**src/rtl/axi_stream_pkg.sv**
```systemverilog
// Shared constants and state encoding for the header-extraction stream block.
package axi_stream_pkg;

  localparam int AXIS_DATA_WIDTH      = 32;
  localparam int AXIS_DATA_BYTE_WIDTH = AXIS_DATA_WIDTH / 8;
  localparam int AXIS_BYTE_CNT_WIDTH  = $clog2(AXIS_DATA_BYTE_WIDTH);

  typedef enum logic [1:0] {
    HEAD  = 2'd0,
    BODY  = 2'd1,
    FLUSH = 2'd2
  } state_t;

endpackage

```
**src/rtl/axi_stream_realign.sv**
```systemverilog
// Combinational realigner: appends the top `shift` bytes of a beat to an MSB-aligned
// carry and returns the leftover low bytes, shifted up, as the next carry.
module axi_stream_realign
  import axi_stream_pkg::*;
#(
  parameter int DATA_WIDTH      = AXIS_DATA_WIDTH,
  parameter int DATA_BYTE_WIDTH = DATA_WIDTH / 8,
  parameter int SHIFT_WIDTH     = $clog2(DATA_BYTE_WIDTH) + 1
) (
  input  logic [SHIFT_WIDTH-1:0]     shift,
  input  logic [DATA_WIDTH-1:0]      carry_data,
  input  logic [DATA_BYTE_WIDTH-1:0] carry_keep,
  input  logic [DATA_WIDTH-1:0]      beat_data,
  input  logic [DATA_BYTE_WIDTH-1:0] beat_keep,
  output logic [DATA_WIDTH-1:0]      merged_data,
  output logic [DATA_BYTE_WIDTH-1:0] merged_keep,
  output logic [DATA_WIDTH-1:0]      next_carry_data,
  output logic [DATA_BYTE_WIDTH-1:0] next_carry_keep
);

  logic [DATA_WIDTH-1:0] masked_s;

  // Zero the bytes that keep marks absent so they never leak into outputs.
  always_comb begin
    masked_s = '0;
    for (int i = 0; i < DATA_BYTE_WIDTH; i++) begin
      if (beat_keep[i]) begin
        masked_s[8*i +: 8] = beat_data[8*i +: 8];
      end else begin
        masked_s[8*i +: 8] = 8'h00;
      end
    end
  end

  // Keep lanes move exactly like the data bytes, so keep stays MSB-aligned.
  always_comb begin
    merged_data = carry_data | (masked_s >> (8 * (DATA_BYTE_WIDTH - int'(shift))));
    merged_keep = carry_keep | (beat_keep >> (DATA_BYTE_WIDTH - int'(shift)));
    if (int'(shift) >= DATA_BYTE_WIDTH) begin
      next_carry_data = '0;
      next_carry_keep = '0;
    end else begin
      next_carry_data = masked_s << (8 * int'(shift));
      next_carry_keep = beat_keep << int'(shift);
    end
  end

endmodule

```
**src/rtl/axi_stream_extract_header.sv**
```systemverilog
// Strips a 1..DATA_BYTE_WIDTH byte header from the front of each packet onto a side
// channel and re-packs the remaining payload into full, MSB-aligned beats.
module axi_stream_extract_header
  import axi_stream_pkg::*;
#(
  parameter int DATA_WIDTH      = AXIS_DATA_WIDTH,
  parameter int DATA_BYTE_WIDTH = DATA_WIDTH / 8,
  parameter int BYTE_CNT_WIDTH  = $clog2(DATA_BYTE_WIDTH)
) (
  input  logic                       clk,
  input  logic                       rst_n,
  input  logic                       valid_in,
  input  logic [DATA_WIDTH-1:0]      data_in,
  input  logic [DATA_BYTE_WIDTH-1:0] keep_in,
  input  logic                       last_in,
  output logic                       ready_in,
  output logic                       valid_out,
  output logic [DATA_WIDTH-1:0]      data_out,
  output logic [DATA_BYTE_WIDTH-1:0] keep_out,
  output logic                       last_out,
  input  logic                       ready_out,
  output logic                       valid_hdr,
  output logic [DATA_WIDTH-1:0]      data_hdr,
  output logic [DATA_BYTE_WIDTH-1:0] keep_hdr,
  input  logic                       ready_hdr,
  input  logic [BYTE_CNT_WIDTH-1:0]  byte_remove_cnt
);

  localparam int SW = BYTE_CNT_WIDTH + 1;
  localparam logic [SW-1:0] FULL_SHIFT = SW'(DATA_BYTE_WIDTH);

  state_t                     state_r;
  logic [SW-1:0]              shift_r;
  logic [DATA_WIDTH-1:0]      carry_data_r;
  logic [DATA_BYTE_WIDTH-1:0] carry_keep_r;
  logic                       valid_out_r;
  logic [DATA_WIDTH-1:0]      data_out_r;
  logic [DATA_BYTE_WIDTH-1:0] keep_out_r;
  logic                       last_out_r;
  logic                       valid_hdr_r;
  logic [DATA_WIDTH-1:0]      data_hdr_r;
  logic [DATA_BYTE_WIDTH-1:0] keep_hdr_r;

  logic                       out_free_s;
  logic                       hdr_free_s;
  logic                       ready_in_s;
  logic                       accept_s;
  logic [SW-1:0]              shift_s;
  logic [DATA_WIDTH-1:0]      carry_data_s;
  logic [DATA_BYTE_WIDTH-1:0] carry_keep_s;
  logic [DATA_WIDTH-1:0]      merged_data_s;
  logic [DATA_BYTE_WIDTH-1:0] merged_keep_s;
  logic [DATA_WIDTH-1:0]      next_carry_data_s;
  logic [DATA_BYTE_WIDTH-1:0] next_carry_keep_s;

  // Handshake qualification; in HEAD the shift comes live from byte_remove_cnt.
  always_comb begin
    out_free_s = !valid_out_r || ready_out;
    hdr_free_s = !valid_hdr_r || ready_hdr;
    ready_in_s = out_free_s && (state_r != FLUSH) && ((state_r != HEAD) || hdr_free_s);
    accept_s   = valid_in && ready_in_s;
    if (state_r == HEAD) begin
      shift_s      = {1'b0, byte_remove_cnt} + SW'(1);
      carry_data_s = '0;
      carry_keep_s = '0;
    end else begin
      shift_s      = shift_r;
      carry_data_s = carry_data_r;
      carry_keep_s = carry_keep_r;
    end
  end

  axi_stream_realign #(
    .DATA_WIDTH      (DATA_WIDTH),
    .DATA_BYTE_WIDTH (DATA_BYTE_WIDTH),
    .SHIFT_WIDTH     (SW)
  ) u_realign (
    .shift           (shift_s),
    .carry_data      (carry_data_s),
    .carry_keep      (carry_keep_s),
    .beat_data       (data_in),
    .beat_keep       (keep_in),
    .merged_data     (merged_data_s),
    .merged_keep     (merged_keep_s),
    .next_carry_data (next_carry_data_s),
    .next_carry_keep (next_carry_keep_s)
  );

  // Packet FSM together with the registered payload and header output stages.
  always_ff @(posedge clk) begin
    if (!rst_n) begin
      state_r      <= HEAD;
      shift_r      <= FULL_SHIFT;
      carry_data_r <= '0;
      carry_keep_r <= '0;
      valid_out_r  <= 1'b0;
      data_out_r   <= '0;
      keep_out_r   <= '0;
      last_out_r   <= 1'b0;
      valid_hdr_r  <= 1'b0;
      data_hdr_r   <= '0;
      keep_hdr_r   <= '0;
    end else begin
      if (valid_out_r && ready_out) valid_out_r <= 1'b0;
      if (valid_hdr_r && ready_hdr) valid_hdr_r <= 1'b0;
      case (state_r)
        HEAD: begin
          if (accept_s) begin
            shift_r     <= shift_s;
            valid_hdr_r <= 1'b1;
            data_hdr_r  <= merged_data_s;
            keep_hdr_r  <= merged_keep_s;
            if (!last_in) begin
              carry_data_r <= next_carry_data_s;
              carry_keep_r <= next_carry_keep_s;
              state_r      <= BODY;
            end else begin
              carry_data_r <= '0;
              carry_keep_r <= '0;
              // Single-beat packet: whatever follows the header is the whole payload.
              if (next_carry_keep_s != '0) begin
                valid_out_r <= 1'b1;
                data_out_r  <= next_carry_data_s;
                keep_out_r  <= next_carry_keep_s;
                last_out_r  <= 1'b1;
              end
            end
          end
        end
        BODY: begin
          if (accept_s) begin
            valid_out_r <= 1'b1;
            data_out_r  <= merged_data_s;
            keep_out_r  <= merged_keep_s;
            if (last_in && (next_carry_keep_s == '0)) begin
              last_out_r   <= 1'b1;
              carry_data_r <= '0;
              carry_keep_r <= '0;
              state_r      <= HEAD;
            end else begin
              last_out_r   <= 1'b0;
              carry_data_r <= next_carry_data_s;
              carry_keep_r <= next_carry_keep_s;
              if (last_in) state_r <= FLUSH;
            end
          end
        end
        FLUSH: begin
          if (out_free_s) begin
            valid_out_r  <= 1'b1;
            data_out_r   <= carry_data_r;
            keep_out_r   <= carry_keep_r;
            last_out_r   <= 1'b1;
            carry_data_r <= '0;
            carry_keep_r <= '0;
            state_r      <= HEAD;
          end
        end
        default: begin
          state_r <= HEAD;
        end
      endcase
    end
  end

  assign ready_in  = ready_in_s;
  assign valid_out = valid_out_r;
  assign data_out  = data_out_r;
  assign keep_out  = keep_out_r;
  assign last_out  = last_out_r;
  assign valid_hdr = valid_hdr_r;
  assign data_hdr  = data_hdr_r;
  assign keep_hdr  = keep_hdr_r;

endmodule

```
**config.mk**
```make
export PLATFORM = sky130hd
export DESIGN_NAME = axi_stream_extract_header
export DESIGN_NICKNAME = d
export VERILOG_FILES = /design/src/rtl/axi_stream_pkg.sv /design/src/rtl/axi_stream_realign.sv /design/src/rtl/axi_stream_extract_header.sv
export SDC_FILE = /design/constraint.sdc
export NUM_CORES = 1
export LEC_CHECK = 0
export ABC_AREA = 1
export BUFFER_PORTS_ARGS = -buffer_cell sky130_fd_sc_hd__buf_2
export CAP_MARGIN = 5
export CORE_MARGIN = 3
export CORE_UTILIZATION = 55
export CTS_BUF_LIST = sky130_fd_sc_hd__clkbuf_2
export DETAILED_ROUTE_END_ITERATION = 6
export GPL_TIMING_DRIVEN = 0
export PLACE_DENSITY = 0.74
export SLEW_MARGIN = 20
export SYNTH_ARGS = -nofsm -noshare
export SYNTH_HDL_FRONTEND = slang
export SYNTH_HIERARCHICAL = 1
export SYNTH_SLANG_ARGS = --single-unit
```
**constraint.sdc**
```tcl
create_clock -name clk -period 4.9 [get_ports clk]
set_input_delay 0.245 -clock clk [delete_from_list [all_inputs] [get_ports clk]]
set_output_delay 0.245 -clock clk [all_outputs]
set_load 0.005 [all_outputs]
```
======== Yosys cells after proc, flatten, opt, wreduce, memory -nomap -nowiden ========
Cells that the tools add are included.
operators by class
  shifts and indexed selects .............. 4
  $lt $le $gt $ge ......................... 1
  equality and inequality tests ........... 10
  mux-type cells .......................... 57
  divide/modulo/power cells ............... 0
  reductions and logical operators ........ 20
  bitwise logic cells ..................... 2
  multipliers ............................. 0
  $add $sub $neg .......................... 2
operators with widths
  kind                                                               number
  32-bit two-way mux                                                 12
  32-bit case mux with 3 select lines                                2
  4-bit two-way mux                                                  12
  8-bit two-way mux                                                  4
  32-bit OR                                                          1
  32-bit by 6-bit << shifter with 32-bit output                      1
  32-bit by 32-bit right shift with 32-bit output                    1
  4-bit by 32-bit right shift with 4-bit output                      1
  4-bit case mux with 3 select lines                                 2
  1-bit two-way mux                                                  15
  2-bit two-way mux                                                  6
  2-bit inequality test, second input constant                       6
  1-bit logical AND                                                  6
  1-bit case mux with 3 select lines                                 2
  2-bit case mux with 3 select lines                                 1
  6-bit AND reduction                                                1
  5-bit AND reduction                                                1
  4-bit logical NOT                                                  1
  4-bit OR                                                           1
  4-bit AND reduction                                                1
  4-bit nonzero test                                                 1
  4-bit by 3-bit << shifter with 4-bit output                        1
  3-bit by 3-bit subtractor with 4-bit output, first input constant  1
  2-bit by 1-bit adder with 3-bit output, second input constant      1
  other kinds (12)                                                   15
storage, ports and cells
  register bits after elaboration ......... 116
  logic and storage cells ................. 107
  output and inout bits ................... 76
  latch bits .............................. 0
  memory bits (writable) .................. 0
  input bits .............................. 44
  memories ................................ 0
  memory bits (read-only) ................. 0

======== Depth between registers and ports, before layout ========
Gate-level depths: netlist (run 1).
  word-level depth ........................ 9
  mapped depth ............................ 26
  depth with buffers taken out ............ 21

======== Modules after synthesis ========
Netlist (run 1), hierarchy kept.
modules (own cells, without submodules)
  module                     cells each  instances  area each (µm²)
  axi_stream_extract_header  916         1          5756.8
  axi_stream_realign         380         1          1765.4

======== Worst setup path before layout (run 1) ========
OpenSTA, ideal clock, no wires.
  path type ............................... reg2reg
  start ................................... register state_r[0]
  end ..................................... register data_out_r[14], in the netlist data_out[14]
  path slack .............................. 1217 ps
  stages on the path, launching flop included .. 23
  setup time .............................. 115 ps
  data required time ...................... 4785 ps
  arrival time ............................ 3568 ps
  buffers on the path ..................... 6
  period minus slack after synthesis ...... 3683 ps
  cells stage by stage .................... dfxtp_1 inv_1 ha_1 buf_2 clkbuf_1 o21ai_0 buf_4 inv_1 ha_1 ha_1 nor2_2 nand2_1 buf_2 o22ai_1 nor2_1 nand3_1 nand2_1 o21bai_1 buf_4 buf_4 nand3_1 nand2_1 nor2_1
on the way
  elaborated cells on any way between the ends .. 32
  those cells by class .................... add/sub: 1; order compare: 1; eq/ne: 8; shift: 3; mux: 9; bitwise: 1; reduce/logical: 9
RTL lines
  item                                                                                              line                                                text
  start: declaration                                                                                axi_stream_extract_header.sv:32                     state_t state_r;
  start signal: assignment                                                                          axi_stream_extract_header.sv:92                     state_r <= HEAD;
  start signal: assignment                                                                          axi_stream_extract_header.sv:116                    state_r <= BODY;
  start signal: assignment                                                                          axi_stream_extract_header.sv:139                    state_r <= HEAD;
  2-bit logical NOT (*)                                                                             axi_stream_extract_header.sv:62                     if (state_r == HEAD) begin
  3-bit two-way mux (*)                                                                             axi_stream_extract_header.sv:62
  named net shift_s[1]                                                                              axi_stream_extract_header.sv:48                     logic [SW-1:0] shift_s;
  3-bit greater-or-equal comparator or 4-bit by 3-bit << shifter with 4-bit output (tied branches)  axi_stream_realign.sv:39, axi_stream_realign.sv:44
  4-bit two-way mux (*)                                                                             axi_stream_realign.sv:39                            if (int'(shift) >= DATA_BYTE_WIDTH) begin
  named net next_carry_keep_s[3]                                                                    axi_stream_extract_header.sv:54                     logic [DATA_BYTE_WIDTH-1:0] next_carry_keep_s;
  4-bit nonzero test (*)                                                                            axi_stream_extract_header.sv:121                    if (next_carry_keep_s != '0) begin
  2-bit by 1-bit inequality test with 1-bit output (no line) (*)                                    --
  6-bit AND reduction (no line) (*)                                                                 --
  end signal: assignment                                                                            axi_stream_extract_header.sv:123                    data_out_r <= next_carry_data_s;
  end signal: assignment                                                                            axi_stream_extract_header.sv:133                    data_out_r <= merged_data_s;
  end signal: assignment                                                                            axi_stream_extract_header.sv:151                    data_out_r <= carry_data_r;
  end: declaration                                                                                  axi_stream_extract_header.sv:37                     logic [DATA_WIDTH-1:0] data_out_r;
Mark *: on every way through the listed nets, which the timed path passes. The rest lies on a longest branch. The select of a mux whose other input is x is not followed.
A chain may end at the register's enable or synchronous reset.

======== Worst setup path after layout (run 1) ========
  start ................................... register state_r[0]
  end ..................................... register data_out_r[26], in the netlist data_out[26]
The elaborated chain is that of the path after synthesis.

==> key figures, run 1 <==
Critical path
  • Critical Path Fanout Max: 10
  • CP peak stage delay: 440 ps
  • Kind of end point of the critical path: flip-flop
  • Reg-to-Reg Start: state_r[0]
  • Critical Path RT: 5510 ps
  • Reg2Reg Setup Slack: 250 ps
  • Critical path cell sequence: inv_1, ha_1, buf_2, clkbuf_2, o21ai_1, buf_4, inv_1, ha_1, ha_1, nor2_2, nand2_2, inv_2, o21ai_0, o21ai_0, nor2_1, nand3_1, nand2_1, o21bai_1, buf_4, buf_4, nand3_1, nand2_1, nor2_1
  • WP data arrival: 5260 ps
  • Slowest CP cell: o21ai_1
  • Crit path from: state_r[0]
  • Reg2reg end: data_out[26]
  • Worst setup endpoint: data_out[26]
  • Setup CP Type: reg2reg
  • CP Launch Type: flip-flop
  • Reg2reg path depth: 23

Synthesis
  • Async SR Flop Fraction: 0%
  • Share of the synthesized area in the top cell type: 30.9%
  • Commonest cells post-synth: 401 x nand2_1, 282 x nor2_1, 116 x dfxtp_1
  • Synth area leaders: dfxtp_1 31%, nand2_1 20%, nor2_1 14%, a21oi_1 6.3%, inv_1 4.8%
  • Synth Area per Inst: 5.80 sq um
  • Share of the yosys chip area belonging to registers: 30.9%
  • Yosys top cell by area: dfxtp_1
  • Most common cell in the synthesized netlist: nand2_1
  • Ys flop type: dfxtp_1
  • Mapped Area: 0.00752 sq mm
  • Synth Register Bits: 116
  • Yosys cell types: 33
  • Synth Warn #: 6
  • Synth Net Count: 1348
  • EDFF count, synth: 0
  • Post-Syn Instances: 1296

Floorplan
  • Row count: 42
  • Initial Util: 56.6%
  • I/O pins: 120
  • Die ar.: 0.0151 sq mm
  • Core Box Area: 0.0133 sq mm
  • Die Y: 123 um
  • Die width: 123 um

STA
  • Slew Viols, Final: 0
  • Min Tclk post-route: 4650 ps
  • Setup TNS: 0 ps
  • Final worst path period share: 94.9%
  • Final setup margin: 251 ps
  • Fmax: 215 MHz
  • WHS: 78.7 ps
  • Worst Tran Pin Value: 762 ps
  • Unrepaired setup endpoints after global routing: false
  • Clk_skew: 31.5 ps
  • Final Hold Vio Count: 0
  • Max-Slew Margin vs Limit: 49.2%
  • Setup Viol. Count Final: 0

Pwr
  • Lkg Pwr: 4.53 nW
  • Pwr dens: 673 mW/mm^2
  • VDD IR max: 0.000370 V
  • Overall Power: 5.83 mW

CTS
  • TritonCTS Buffers: 17
  • Htree depth: 4
  • Root Driver: clkbuf_2
  • Bufs on Longest Clock Path: 2
  • TritonCTS clock tree: built
  • Clock transition at the registers of the reported paths: 170 ps
  • CTS sink count: 116
  • Clock insertion delay at the later pin of the skew report: 700 ps

Min path
  • Worst min path class: in2reg

Global routing
  • Largest net degree at the start of global routing: 17
  • Antenna violations before repair: 1
  • Total gr overflow: 0
  • First-pass GRT wire length: 42500 um
  • Vias in the first global route: 7982
  • GRT Overall Usage: 37.1%

Run
  • Max cap viols: 0

Placement
  • Hpwl dp: 21300 um
  • Dpl ws: 68.5 ps
  • # port buffers: 117
  • Gpl congestion: 1.03

Layout
  • FILL cells: 1375
  • Share of layout cells above drive strength 1: 15.5%
  • Nets: 1493
  • Area delta synth->final: 15.2%

Routing
  • Via Count: 8985
  • Initial DRC Count: 1072
  • DRC viols: 5
  • Drt wl/cell: 17.0 um
  • Vias per cell: 5.51
  • Initial DRT Pass Iterations: 7
  • Routed Antenna Nets: 0
  • Final WL: 27700 um

Status
  • Failing checks: design-rule violations
  • Outcome: complete, but fails checks
power breakdown:
group	total, mW	leakage [nW]	switching (mW)	internal [mW]
Clock	0.607	0.139	0.372	0.236
Combinational	3.85	3.43	2.62	1.23
Sequential	1.38	0.956	0.130	1.25
worst min path at each step:
stage | slack, ps | cells after the start | from | endpoint
final | 80 | 7 | data_in[7] | carry_data_r[7]
after global routing | 70 | 7 | data_in[0] | carry_data_r[0]
after CTS | 10 | 7 | data_in[7] | carry_data_r[7]
after detailed placement | 450 | 2 | shift_r[1] | shift_r[1]
after global placement | 440 | 2 | shift_r[1] | shift_r[1]
after floorplan | 340 | 1 | byte_remove_cnt[0] | shift_r[0]
cell type report:
class | instances | area [sq um] | area share (%)
Multi-Input combinational cell | 994 | 4390 | 50.7
Inverter | 103 | 390 | 4.50
Tap cell | 176 | 220 | 2.54
Sequential cell | 116 | 2320 | 26.8
Antenna cell | 2 | 5.00 | 0.0578
Clock buffer | 21 | 105 | 1.21
Clock inverter | 11 | 111 | 1.29
Timing Repair Buffer | 126 | 673 | 7.77
Buffer | 83 | 448 | 5.17
per-layer routing:
metal	track usage (%)	share of wire, %	up-vias
met4	21.5	6.3	0
met5	0	0	-
li1	-	-	4357
met3	8.65	10	106
met1	49.6	41	4034
met2	54.7	43	488
stage by stage:
step	cell area, sq um	util [%]	instances
after global placement	8330	62.6	1589
after global routing	8670	65.2	1632
after CTS	8620	64.9	1629
after floorplan	7520	-	1296
after detailed placement	8330	62.6	1589
final	8670	65.2	1632
logic make-up after synthesis:
family	share of synthesized area, %
AO/OA/AOI/OAI	15.8
adder cells (fa/ha/maj)	1.33
buffers and inverters	11.0
flip-flops	30.9
AND/OR/NAND/NOR	41.0
critical path: cells and delay by family, from the launching register on:
family / cells / cell delay [ps]
and+or+nand+nor: 8 / 860
buffers and inverters: 8 / 1550
DFF: 1 / 420
AOI/OAI and AO/OA: 4 / 1050
adders and majority gates: 3 / 640
timing repair:
action	CTS	global route
endpoints found under the setup margin	0	70
hold buffers	8	0
gates resized for setup	0	18
hold endpoints to repair	35	0
setup buffers	0	1
sequential cells by signal, summed over array words and instances, names as in the netlist:
| register | count |
|---|---|
| carry_keep_r | 4 |
| valid_hdr | 1 |
| carry_data_r | 32 |
| valid_out | 1 |
| keep_out | 4 |
| state_r | 2 |
| shift_r | 3 |
| last_out | 1 |
| data_out | 32 |
| keep_hdr | 4 |
| data_hdr | 32 |
layout by cell type (no fill, tap or decap), types with 6 or more instances in the layout:
cell type,count
nand3_2,7
o211ai_1,6
buf_4,18
nand3_1,59
a21oi_1,95
clkbuf_2,22
o22ai_1,9
clkbuf_1,24
o21ai_0,67
dlygate4sd3_1,8
buf_2,141
inv_1,95
nor4_1,6
ha_1,8
a21o_1,8
nor2_1,282
o21ai_1,15
buf_1,11
nand2_1,401
o21bai_1,11
dfxtp_1,116
(Power assumes the default switching activity.)
==> run 2, diff against run 1 <==
--- a/config.mk
+++ b/config.mk
@@ -13,6 +13,7 @@
 export CTS_BUF_LIST = sky130_fd_sc_hd__clkbuf_2
 export DETAILED_ROUTE_END_ITERATION = 6
 export GPL_TIMING_DRIVEN = 0
+export HOLD_SLACK_MARGIN = 0.15
 export PLACE_DENSITY = 0.74
 export SLEW_MARGIN = 20
 export SYNTH_ARGS = -nofsm -noshare
==> key figures, run 2 (synthesis results as in run 1) <==
CTS
  • Bufs on Longest Clock Path: 2
  • TritonCTS clock tree: built
  • Htree depth: 4
  • Clock insertion delay at the later pin of the skew report: 690 ps
  • Clock transition at the registers of the reported paths: 180 ps
  • Root Driver: clkbuf_2
  • CTS sink count: 116
  • TritonCTS Buffers: 17

STA
  • Setup TNS: 0 ps
  • Unrepaired setup endpoints after global routing: false
  • Min Tclk post-route: 4640 ps
  • Setup Viol. Count Final: 0
  • Slew Viols, Final: 0
  • Clk_skew: 29.7 ps
  • Max-Slew Margin vs Limit: 50.6%
  • Worst Tran Pin Value: 741 ps
  • Final Hold Vio Count: 0
  • Fmax: 216 MHz
  • Final worst path period share: 94.7%

Status
  • Outcome: complete, but fails checks
  • Failing checks: design-rule violations

Pwr
  • Flop pwr share: 23.5%
  • Switching Share: 53.4%
  • Net switching power: 3.13 mW
  • Overall Power: 5.86 mW
  • Pint: 2.73 mW
  • Comb power frac: 66.1%
  • Lkg Pwr: 4.62 nW
  • VDD IR max: 0.000369 V
  • Pwr dens: 659 mW/mm^2
  • Clock power frac: 10.4%

Placement
  • Hpwl dp: 21300 um
  • # port buffers: 117
  • Gpl congestion: 1.03

Global routing
  • Total gr overflow: 0
  • Antenna violations before repair: 1
  • Vias in the first global route: 8141
  • GRT Overall Usage: 37.7%
  • Largest net degree at the start of global routing: 17
  • First-pass GRT wire length: 43300 um

Layout
  • Share of layout cells above drive strength 1: 15.2%
  • Most frequent cells in the layout: 401 x nand2_1, 282 x nor2_1, 141 x buf_2
  • Sequential cell area: 0.00232 sq mm
  • Nets: 1515
  • Most common cell after layout, fill and taps aside: nand2_1
  • Multi-input gate area: 0.00439 sq mm
  • Area delta synth->final: 18.1%
  • FILL cells: 1353

Critical path
  • Critical Path RT: 5500 ps
  • Setup CP Type: reg2reg
  • CP Launch Type: flip-flop
  • Kind of end point of the critical path: flip-flop
  • WP data arrival: 5240 ps
  • Critical Path Fanout Max: 10

Floorplan
  • Die Y: 123 um
  • Row count: 42
  • I/O pins: 120
  • Die ar.: 0.0151 sq mm
  • Core Box Area: 0.0133 sq mm
  • Initial Util: 56.6%
  • Die width: 123 um

Routing
  • Vias per cell: 5.50
  • Drt wl/cell: 16.9 um
  • Initial DRT Pass Iterations: 7
  • Final WL: 28000 um
  • DRC viols: 2
  • Routed Antenna Nets: 0
  • Via Count: 9098
  • Initial DRC Count: 1107

Min path
  • Worst min path class: in2reg

Run
  • Max cap viols: 0
## run 2: worst paths after layout
path	start	end	slack (ps)	depth (start not counted)
worst max register to register	state_r[0]	data_out[26]	260	23
worst min register to register	shift_r[1]	shift_r[1]	470	2
worst min-delay path	data_in[15]	carry_data_r[15]	220	7
worst max-delay path	state_r[0]	data_out[26]	260	23
## run 2: cell type report
cell class,instances,share of cell area [%]
multi-input cells,994,49.4
flip-flops and latches,116,26.1
repair buffers,148,10.1
plain buffers,83,5.04
inverters,103,4.39
well taps,176,2.48
clock inverters,11,1.25
clock buffers,21,1.18
diodes,2,0.0563
## run 2: critical path: stages (launching register included)
cell      delay, ps
dfxtp_1         430
inv_1           100
ha_1            190
buf_2           190
clkbuf_2        250
o21ai_1         450
buf_4           260
inv_1            80
ha_1            180
ha_1            270
nor2_2          140
nand2_2         170
inv_2           210
o21ai_0         140
o21ai_0         200
nor2_1          120
nand3_1         130
nand2_1          80
o21bai_1        260
buf_4           240
buf_4           210
nand3_1         100
nand2_1          90
nor2_1           40
## run 2: metal layers
metal	share of wire [%]	vias up	track usage, %
met3	10	103	9.38
met5	0	-	0
li1	-	4402	-
met4	5.9	0	21.2
met2	44	506	56.3
met1	40	4087	49.7
## run 2: metrics by stage
step | std cells | hold WS [ps] | worst slack, ps | cell area, sq um | util, %
3_5_place_dp | 1589 | 447 | 68.5 | 8330 | 62.6
4_1_cts | 1651 | 154 | 20.5 | 8840 | 66.5
2_1_floorplan | 1296 | 335 | 1220 | 7520 | -
3_3_place_gp | 1589 | 443 | 136 | 8330 | 62.6
6_report | 1654 | 224 | 261 | 8890 | 66.8
5_1_grt | 1654 | 187 | 43.7 | 8890 | 66.8
## run 2: power groups by stage
stage               sequential [mW]  combinational, mW  clock (mW)
detailed placement             1.40               3.67           0
floorplan                      1.41               2.49           0
global placement               1.39               3.64           0
finish                         1.38               3.87       0.606
global route                   1.41               4.26       0.654
CTS                            1.38               3.72       0.611
## run 2: repair_timing
action,CTS,global route
hold endpoints to repair,57,0
hold buffers,30,0
gates resized for setup,0,18
endpoints found under the setup margin,0,70
setup buffers,0,1
==> run 3, diff against run 2 <==
--- a/config.mk
+++ b/config.mk
@@ -15,6 +15,7 @@
 export GPL_TIMING_DRIVEN = 0
 export HOLD_SLACK_MARGIN = 0.15
 export PLACE_DENSITY = 0.74
+export RECOVER_POWER = 50
 export SLEW_MARGIN = 20
 export SYNTH_ARGS = -nofsm -noshare
 export SYNTH_HDL_FRONTEND = slang
==> key figures, run 3 (synthesis results as in run 1) <==
STA
  • Final setup margin: 252 ps
  • Final worst path period share: 94.9%
  • Clk_skew: 31.2 ps
  • Fmax: 215 MHz
  • Final Hold Vio Count: 0
  • Slew Viols, Final: 0
  • Unrepaired setup endpoints after global routing: false
  • Setup TNS: 0 ps
  • Max-Slew Margin vs Limit: 49.3%
  • Min Tclk post-route: 4650 ps
  • Setup Viol. Count Final: 0
  • Worst Tran Pin Value: 760 ps

Global routing
  • Antenna violations before repair: 1
  • Largest net degree at the start of global routing: 17
  • Vias in the first global route: 8141
  • Total gr overflow: 0
  • GRT Overall Usage: 37.7%
  • First-pass GRT wire length: 43300 um

Placement
  • Gpl congestion: 1.03
  • Inst Count DP: 1589
  • # port buffers: 117
  • Dpl ws: 68.5 ps
  • Hpwl dp: 21300 um

Critical path
  • Critical path depth: 23
  • Cell family with most CP delay: buffers and inverters
  • Critical Path RT: 5510 ps
  • Critical Path Fanout Max: 10
  • Reg2reg path depth: 23
  • WP data arrival: 5260 ps
  • Reg2reg end: data_out[26]
  • CP Buf/Inv Count: 8
  • CP peak stage delay: 430 ps
  • Slowest CP cell: dfxtp_1
  • Crit path from: state_r[0]
  • Worst setup endpoint: data_out[26]
  • Kind of end point of the critical path: flip-flop
  • Reg2Reg Setup Slack: 250 ps
  • Setup CP Type: reg2reg
  • Critical path cell sequence: inv_1, ha_1, buf_2, clkbuf_2, o21ai_1, buf_4, inv_1, ha_1, ha_1, nor2_2, nand2_2, inv_2, o21ai_0, o21ai_0, nor2_1, nand3_1, nand2_1, o21bai_1, buf_4, buf_4, nand3_1, nand2_1, nor2_1
  • CP Launch Type: flip-flop
  • Reg-to-Reg Start: state_r[0]

CTS
  • CTS sink count: 116
  • TritonCTS Buffers: 17
  • Clock transition at the registers of the reported paths: 180 ps
  • Bufs on Longest Clock Path: 2
  • TritonCTS clock tree: built
  • Root Driver: clkbuf_2
  • Htree depth: 4
  • Clock insertion delay at the later pin of the skew report: 700 ps

Routing
  • Vias per cell: 5.51
  • Initial DRT Pass Iterations: 6
  • Via Count: 9112
  • Routed Antenna Nets: 0
  • DRC viols: 0
  • Drt wl/cell: 17.0 um
  • Initial DRC Count: 1137
  • Final WL: 28100 um

Layout
  • Nets: 1515
  • Area delta synth->final: 16.8%
  • Final cell count without fillers: 1654
  • Multi-input gate area: 0.00437 sq mm
  • Most frequent cells in the layout: 401 x nand2_1, 283 x nor2_1, 116 x dfxtp_1
  • Most common cell after layout, fill and taps aside: nand2_1
  • Share of layout cells above drive strength 1: 10.6%
  • Sequential cell area: 0.00232 sq mm
  • FILL cells: 1402
  • Final core occ: 66.1%

Floorplan
  • Core Box Area: 0.0133 sq mm
  • Initial Util: 56.6%
  • Die width: 123 um
  • Die Y: 123 um
  • Row count: 42
  • Die ar.: 0.0151 sq mm
  • I/O pins: 120

Status
  • Outcome: finished clean

Run
  • Max cap viols: 0

Pwr
  • Pwr dens: 661 mW/mm^2
  • Lkg Pwr: 4.36 nW
  • VDD IR max: 0.000371 V

Min path
  • Worst min path class: in2reg
  • Hold Crit Depth: 7
[run 3: cell types whose count changed in the layout (fill, tap and decap cells not counted)]
cell / previous run / this run
buf_2: 141 / 76
clkbuf_1: 24 / 87
buf_1: 11 / 13
nand3_1: 59 / 61
nand3_2: 7 / 6
nand3_4: 1 / 0
nor2_1: 282 / 283
nor2_2: 5 / 4
[run 3: tightest hold or removal path: cells and delay by family]
kind            cells  cell delay, ps
compound gates      1             180
buf+inv             1             120
simple gates        5             310
[run 3: power breakdown]
part / switching (mW) / internal, mW / leakage, nW / total, mW
sequential: 0.135 / 1.25 / 0.956 / 1.38
clock: 0.374 / 0.235 / 0.139 / 0.609
combinational: 2.62 / 1.20 / 3.27 / 3.82
[run 3: metal layers]
metal	share of wire (%)	track usage (%)
met1	40	49.7
met2	44	56.3
met3	10	9.38
met4	6.1	21.2
met5	0	0
[run 3: timing repair]
| item | in CTS | in global routing |
|---|---|---|
| hold endpoints to repair | 57 | 0 |
| setup endpoints to repair | 0 | 70 |
| gates resized for setup | 0 | 18 |
| hold buffers | 30 | 0 |
| buffers inserted | 0 | 1 |
[run 3: metrics by stage]
step	cell area [sq um]	power, mW	hold WS (ps)
after global placement	8330	5.03	443
after detailed placement	8330	5.07	447
after global routing	8780	6.27	187
final	8780	5.81	210
after floorplan	7520	3.90	335
after CTS	8840	5.70	154
[run 3: cell type report]
cell class	count	share of cell area, %
multi-input cells	994	49.8
inverters	103	4.44
plain buffers	83	5.07
clock inverters	11	1.27
flip-flops and latches	116	26.4
well taps	176	2.51
clock buffers	21	1.20
repair buffers	148	9.27
diodes	2	0.0570
[run 3: how the worst min path moves through the flow]
stage                            start                to  slack [ps]
floorplan           byte_remove_cnt[0]        shift_r[0]         340
global placement            shift_r[1]        shift_r[1]         440
detailed placement          shift_r[1]        shift_r[1]         450
CTS                        data_in[25]      data_hdr[25]         150
global route               data_in[24]      data_hdr[24]         190
finish                     data_in[15]  carry_data_r[15]         210
